**config.mk**
```make
export PLATFORM = sky130hd
export DESIGN_NAME = pkt_rd_sched
export DESIGN_NICKNAME = d
export VERILOG_FILES = /design/src/rtl/pkt_sched_pkg.sv /design/src/rtl/sched_info_fifo.sv /design/src/rtl/pkt_rd_sched.sv
export SDC_FILE = /design/constraint.sdc
export NUM_CORES = 1
export LEC_CHECK = 0
export BUFFER_PORTS_ARGS = -buffer_cell sky130_fd_sc_hd__buf_2
export CORE_MARGIN = 1.5
export CORE_UTILIZATION = 25
export CTS_CLUSTER_DIAMETER = 30
export DETAILED_ROUTE_END_ITERATION = 10
export HOLD_SLACK_MARGIN = 0.03
export PLACE_DENSITY = 0.44
export SLEW_MARGIN = 30
export SYNTH_ARGS = -nofsm -noshare
export SYNTH_HDL_FRONTEND = slang
export SYNTH_HIERARCHICAL = 1
export SYNTH_SLANG_ARGS = --single-unit
```
**constraint.sdc**
```tcl
create_clock -name sys_clk -period 11.3 [get_ports sys_clk]
set_input_delay 2.26 -clock sys_clk [delete_from_list [all_inputs] [get_ports sys_clk]]
set_output_delay 2.26 -clock sys_clk [all_outputs]
set_load 0.01 [all_outputs]
```
**src/rtl/pkt_sched_pkg.sv**
```systemverilog
// Shared definitions for the packet read scheduler: descriptor layout, FSM states
// and the starvation-guard limit (used only when SCHED_STARVE_GUARD_EN is defined).
package pkt_sched_pkg;

   localparam int unsigned DESC_W       = 20;
   localparam int unsigned LEN_MSB      = 19;
   localparam int unsigned LEN_LSB      = 8;
   localparam int unsigned PRI_MSB      = 7;
   localparam int unsigned PRI_LSB      = 4;
   localparam int unsigned DEST_MSB     = 3;
   localparam int unsigned DEST_LSB     = 0;
   localparam int unsigned STARVE_LIMIT = 255;

   typedef enum logic [1:0] {
      IDLE = 2'd0,
      ARB  = 2'd1,
      READ = 2'd2
   } sched_state_t;

endpackage

```
**src/rtl/sched_info_fifo.sv**
```systemverilog
// Single-clock descriptor FIFO with full/empty/count; a push into a full FIFO is
// accepted when a pop happens in the same cycle.
module sched_info_fifo
   import pkt_sched_pkg::*;
#(
   parameter int unsigned DEPTH = 8,
   parameter int unsigned WIDTH = DESC_W
) (
   input  logic                     clk,
   input  logic                     rst_n,
   input  logic                     push,
   input  logic                     pop,
   input  logic [WIDTH-1:0]         wdata,
   output logic [WIDTH-1:0]         rdata,
   output logic                     full,
   output logic                     empty,
   output logic [$clog2(DEPTH):0]   count
);

   localparam int unsigned AW = $clog2(DEPTH);
   localparam logic [AW:0] FULL_CNT = (AW+1)'(DEPTH);

   logic [WIDTH-1:0] mem [DEPTH];
   logic [AW-1:0]    wr_ptr;
   logic [AW-1:0]    rd_ptr;
   logic             do_push;
   logic             do_pop;

   assign empty   = (count == '0);
   assign full    = (count == FULL_CNT);
   assign do_pop  = pop && !empty;
   assign do_push = push && (!full || do_pop);
   assign rdata   = mem[rd_ptr];

   always_ff @(posedge clk) begin
      if (do_push) mem[wr_ptr] <= wdata;
   end

   always_ff @(posedge clk or negedge rst_n) begin
      if (!rst_n) begin
         wr_ptr <= '0;
         rd_ptr <= '0;
         count  <= '0;
      end else begin
         if (do_push) wr_ptr <= wr_ptr + 1'b1;
         if (do_pop)  rd_ptr <= rd_ptr + 1'b1;
         if (do_push && !do_pop)      count <= count + 1'b1;
         else if (do_pop && !do_push) count <= count - 1'b1;
      end
   end

endmodule

```
**src/rtl/pkt_rd_sched.sv**
```systemverilog
// Packet read scheduler: per-port descriptor queues, strict-priority/round-robin
// arbiter and read FSM. Define SCHED_STARVE_GUARD_EN to add per-port wait counters.
module pkt_rd_sched
   import pkt_sched_pkg::*;
#(
   parameter int unsigned NUM_PORT   = 4,
   parameter int unsigned INFO_DEPTH = 8,
   parameter int unsigned DATA_W     = 8
) (
   input  logic                         sys_clk,
   input  logic                         sys_rst_n,
   input  logic [NUM_PORT-1:0]          info_vld,
   input  logic [NUM_PORT*DESC_W-1:0]   info_data,
   output logic [NUM_PORT-1:0]          info_full,
   output logic [NUM_PORT-1:0]          info_ovf,
   output logic [NUM_PORT-1:0]          data_ren,
   input  logic [NUM_PORT*DATA_W-1:0]   data_in,
   input  logic                         out_rdy,
   output logic                         out_vld,
   output logic                         out_sop,
   output logic                         out_eop,
   output logic [DATA_W-1:0]            out_data,
   output logic [3:0]                   out_dest,
   output logic [3:0]                   out_pri,
   output logic                         busy
);

   localparam int unsigned PW = $clog2(NUM_PORT);
   localparam int unsigned CW = $clog2(INFO_DEPTH) + 1;

   sched_state_t        state;
   logic [NUM_PORT-1:0] q_empty;
   logic [NUM_PORT-1:0] q_full;
   logic [NUM_PORT-1:0] q_pop;
   logic [CW-1:0]       q_cnt  [NUM_PORT];
   logic [11:0]         h_len  [NUM_PORT];
   logic [3:0]          h_pri  [NUM_PORT];
   logic [3:0]          h_dest [NUM_PORT];

   logic [PW-1:0]       rr_ptr;
   logic [PW-1:0]       arb_port;
   logic [PW-1:0]       grant_port;
   logic [3:0]          arb_pri;
   logic                arb_found;
   logic [PW:0]         cand;
   logic                any_pending;
   logic                more_after_pop;

   logic [PW-1:0]       g_port;
   logic [11:0]         g_len;
   logic [3:0]          g_pri;
   logic [3:0]          g_dest;
   logic [11:0]         rd_cnt;
   logic [PW-1:0]       out_port;
   logic                issue;
   logic                last_rd;

   for (genvar p = 0; p < NUM_PORT; p++) begin : g_q
      logic [DESC_W-1:0] rdata;

      sched_info_fifo #(
         .DEPTH (INFO_DEPTH),
         .WIDTH (DESC_W)
      ) u_fifo (
         .clk   (sys_clk),
         .rst_n (sys_rst_n),
         .push  (info_vld[p]),
         .pop   (q_pop[p]),
         .wdata (info_data[p*DESC_W +: DESC_W]),
         .rdata (rdata),
         .full  (q_full[p]),
         .empty (q_empty[p]),
         .count (q_cnt[p])
      );

      assign h_len[p]  = rdata[LEN_MSB:LEN_LSB];
      assign h_pri[p]  = rdata[PRI_MSB:PRI_LSB];
      assign h_dest[p] = rdata[DEST_MSB:DEST_LSB];
   end

   assign info_full   = q_full;
   assign any_pending = |(~q_empty);
   assign busy        = (state != IDLE);
   assign issue       = (state == READ) && out_rdy;
   assign last_rd     = (rd_cnt == g_len - 12'd1);

   // Scan from rr_ptr+1 upward; only a strictly higher pri displaces the first hit,
   // so ties resolve to the port closest after the last grant.
   always_comb begin
      arb_found = 1'b0;
      arb_port  = '0;
      arb_pri   = '0;
      cand      = '0;
      for (int unsigned i = 1; i <= NUM_PORT; i++) begin
         cand = (PW+1)'(rr_ptr) + (PW+1)'(i);
         if (cand >= (PW+1)'(NUM_PORT)) cand = cand - (PW+1)'(NUM_PORT);
         if (!q_empty[cand[PW-1:0]] &&
             (!arb_found || h_pri[cand[PW-1:0]] > arb_pri)) begin
            arb_found = 1'b1;
            arb_port  = cand[PW-1:0];
            arb_pri   = h_pri[cand[PW-1:0]];
         end
      end
   end

`ifdef SCHED_STARVE_GUARD_EN
   logic [7:0]    wait_cnt [NUM_PORT];
   logic          starve_hit;
   logic [PW-1:0] starve_port;

   always_comb begin
      starve_hit  = 1'b0;
      starve_port = '0;
      for (int unsigned p = 0; p < NUM_PORT; p++) begin
         if (!starve_hit && !q_empty[p] && wait_cnt[p] == 8'(STARVE_LIMIT)) begin
            starve_hit  = 1'b1;
            starve_port = PW'(p);
         end
      end
   end

   assign grant_port = starve_hit ? starve_port : arb_port;

   always_ff @(posedge sys_clk or negedge sys_rst_n) begin
      if (!sys_rst_n) begin
         for (int unsigned p = 0; p < NUM_PORT; p++) wait_cnt[p] <= '0;
      end else if (state == ARB && any_pending) begin
         for (int unsigned p = 0; p < NUM_PORT; p++) begin
            if (PW'(p) == grant_port)
               wait_cnt[p] <= '0;
            else if (!q_empty[p] && wait_cnt[p] != 8'(STARVE_LIMIT))
               wait_cnt[p] <= wait_cnt[p] + 8'd1;
         end
      end
   end
`else
   assign grant_port = arb_port;
`endif

   assign q_pop = (state == ARB && any_pending) ? (NUM_PORT'(1) << grant_port) : '0;

   // Queue state as it will be after this ARB's pop; same-cycle pushes are seen next cycle.
   assign more_after_pop = (|(~q_empty & ~q_pop)) || (q_cnt[grant_port] > CW'(1));

   always_comb begin
      data_ren = '0;
      if (issue) data_ren = NUM_PORT'(1) << g_port;
   end

   always_ff @(posedge sys_clk or negedge sys_rst_n) begin
      if (!sys_rst_n) begin
         info_ovf <= '0;
      end else begin
         info_ovf <= info_ovf | (info_vld & q_full & ~q_pop);
      end
   end

   always_ff @(posedge sys_clk or negedge sys_rst_n) begin
      if (!sys_rst_n) begin
         state    <= IDLE;
         rr_ptr   <= '0;
         g_port   <= '0;
         g_len    <= '0;
         g_pri    <= '0;
         g_dest   <= '0;
         rd_cnt   <= '0;
         out_vld  <= 1'b0;
         out_sop  <= 1'b0;
         out_eop  <= 1'b0;
         out_dest <= '0;
         out_pri  <= '0;
         out_port <= '0;
      end else begin
         out_vld <= issue;
         out_sop <= issue && (rd_cnt == '0);
         out_eop <= issue && last_rd;
         if (issue) begin
            out_dest <= g_dest;
            out_pri  <= g_pri;
            out_port <= g_port;
         end

         unique case (state)
            IDLE: begin
               if (any_pending) state <= ARB;
            end
            ARB: begin
               if (!any_pending) begin
                  state <= IDLE;
               end else begin
                  g_port <= grant_port;
                  g_len  <= h_len[grant_port];
                  g_pri  <= h_pri[grant_port];
                  g_dest <= h_dest[grant_port];
                  rr_ptr <= grant_port;
                  rd_cnt <= '0;
                  if (h_len[grant_port] == '0)
                     state <= more_after_pop ? ARB : IDLE;
                  else
                     state <= READ;
               end
            end
            READ: begin
               if (out_rdy) begin
                  if (last_rd) begin
                     rd_cnt <= '0;
                     state  <= any_pending ? ARB : IDLE;
                  end else begin
                     rd_cnt <= rd_cnt + 12'd1;
                  end
               end
            end
            default: state <= IDLE;
         endcase
      end
   end

   // The ingress FIFO has one cycle of read latency, so the byte arrives alongside the
   // registered out_vld; it is steered by the port latched with that beat.
   assign out_data = out_vld ? data_in[out_port*DATA_W +: DATA_W] : '0;

endmodule

```
==> results_dict.tcl <==
set metrics [dict create \
    drive_gt1_share_pct 38.8 \
    critPathLaunch "g_q[0].u_fifo/rd_ptr[0]" \
    h-tree-depth 4 \
    rrSetupSlack_ns 1.84 \
    antenna_found_initial 19 \
    synth_top_family_by_area "multiplexers" \
    cts_tree "done" \
    root_buffer "clkbuf_16" \
    synth_area_um2 31500 \
    io_buffers 150 \
    ant_nets 0 \
    gp_congestion 0.781 \
    hold_viol 0 \
    final_max_slew_viol_count 0 \
    r2r_start "g_q[0].u_fifo/rd_ptr[0]" \
    design.core.area_um2 125000 \
    fmax_ghz 0.106 \
    required_ns 11.93 \
    setup_viol 0 \
    syn_to_final_growth_pct 28.3 \
    die_area_um2 128000 \
    start_util_pct 25.1 \
    clock_path_buffers 3 \
    die_y_um 358 \
    synthSimpleGateAreaFrac_pct 4.87 \
    cp_max_fo 42 \
    syn_nets 1884 \
    critPathCaptureType "register" \
    slew_headroom_pct 31.1 \
    ctsResizeCount 0 \
    ys_warn_count 6 \
    post-route-min-period_ns 9.46 \
    hold_path_class "register to register" \
    synthTopCellsByCount "edfxtp_1 (640), mux4_2 (188), nand2_1 (108)" \
    cpMaxStageDelayCell "dfrtp_2" \
    rsz0062_at_grt "no" \
    multiInputGateArea_um2 9640 \
    critPathKind "register to register" \
    worst_setup_path_start_kind "register" \
    grt_pass1_vias 18232 \
    grt_start_max_net_pins 68 \
    grt_usage_pct 12.8 \
    post_drt_wl_per_cell_um 21.2 \
    synth.most_common_cell "edfxtp_1" \
    status "complete, no violations" \
    fillers 12079 \
    worst_path_largest_cell_delay_ns 0.86 \
    nets 2176 \
    cts_setup_buffers 0 \
    ys_seq_elements 733 \
    synth.top_cell.area_share_pct 61.0 \
    synthAdderAreaFrac_pct 1.80 \
    ff_latch_area_um2 21600 \
    placementRows 130 \
    io_pins 151 \
    yosys-top-cells-area "edfxtp_1 (61%), mux4_2 (13%), dfrtp_1 (7.4%)" \
    clkTransAtPathRegs_ns 0.04 \
    grt_pass1_wl_um 120000 \
    grt-ovfl-total 0 \
    synth_ff_type "edfxtp_1" \
    dr.pass1.iters 5 \
    syn_inst 1722 \
    yosysTopAreaCell "edfxtp_1" \
    drt_wl_total_um 80900 \
    worst_clock_skew_ns 0.0301 \
    fin_tns_setup_ns 0 \
    synth_mux_area_share_pct 18.7 \
    crit_top_cell "ha_1" \
    post-route-period-util_pct 83.7 \
    tightestPinTransition_ns 1.02 \
    yosysUniqueCellTypes 71 \
    synth_edf_count 640 \
    remaining_drc_errors 0 \
    cts_buffers 172 \
    vias_per_cell 4.46 \
    worstPathArrival_ns 10.08 \
    ys_async_sr_fraction_pct 12.7 \
    maxCapViolCount 0 \
    hp-start "out_dest[0]" \
    hold_buffers 0 \
    dr_total_vias 16996 \
    numClockSinks 733 \
    dp_hpwl_um 52000 \
    synth_compound_area_share_pct 3.29 \
    synthXorXnorAreaFrac_pct 1.39 \
    dieWidth_um 358 \
    drt_iter0_markers 1075 \
    avgSynthCellArea_um2 18.3 \
    clkLatencyLatePin_ns 0.76 \
    yosysSeqAreaShare_pct 68.4 \
]
[metrics by stage]
step                setup slack [ns]  std cells  hold slack, ns  area (um2)  util (%)
finish                          1.84       3814           0.480       40400      32.3
global route                    1.13       3812           0.495       40400      32.3
CTS                             1.50       3812           0.478       40400      32.3
detailed placement              1.50       3490           0.469       34500      27.6
global placement                1.64       3490           0.472       34500      27.6
floorplan                       1.56       1722           0.439       31500         -
[routing by layer]
layer	up-vias	wire [um]	track usage, %	share of wire (%)
li1	7603	-	-	-
met1	8805	35200	16.4	44
met2	402	39000	20.4	48
met3	174	3780	3.39	4.7
met4	12	2880	5.51	3.6
met5	-	69	0	0.085
[worst paths after layout]
path                            cells past startpoint                      end
worst min-delay path                                2              out_dest[0]
max in group asynchronous                           2  g_q[2].u_fifo/rd_ptr[0]
min in group asynchronous                           1              out_dest[3]
worst min register to register                      2              out_dest[0]
worst max register to register                     32   g_q[3].u_fifo/count[3]
worst max-delay path                               32   g_q[3].u_fifo/count[3]
[state kept, by name, indices dropped and copies added (netlist names), 2 cells and up]
register	flops
g_dest	4
g_len	12
g_port	2
g_pri	4
g_q.u_fifo/count	16
g_q.u_fifo/mem	640
g_q.u_fifo/rd_ptr	12
g_q.u_fifo/wr_ptr	12
info_ovf	4
out_dest	4
out_port	2
out_pri	4
rd_cnt	12
state	2
[worst max-delay path: cells and delay by family, from the launching register on]
family | cells | cell delay, ns
adder cells (fa/ha/maj) | 5 | 1.20
multiplexers | 4 | 1.81
AO/OA/AOI/OAI | 12 | 2.55
flip-flops | 1 | 0.86
AND/OR/NAND/NOR | 9 | 2.67
buffers and inverters | 2 | 0.21
[layout by cell type, fill, tap and decap left out, types with 38 or more instances in the layout]
cell type and count:
edfxtp_1 640, mux4_2 188, clkbuf_16 175, buf_2 149, nand2_1 108, mux2_2 100
dfrtp_1 87, buf_4 53, ha_1 39, nor2_1 38
[kinds of logic (layout without fill, tap and decap cells)]
family          Yosys count  after routing
mux                     335            335
buf+inv                 120            560
other cells               0              2
flops                   733            733
compound gates          137            137
xor+xnor                 50             50
fa+ha+maj                43             43
simple gates            304            304
[layout make-up]
type / count / share of cell area [%]
diodes: 2 / 0.0124
multi-input cells: 869 / 23.9
clock buffers: 204 / 11.2
inverters: 35 / 0.325
flip-flops and latches: 733 / 53.3
repair buffers: 203 / 2.86
well taps: 1650 / 5.11
clock inverters: 118 / 3.35
Power is not shown: default switching activity piles up to over one toggle a cycle in this logic, so the estimate is an artifact.
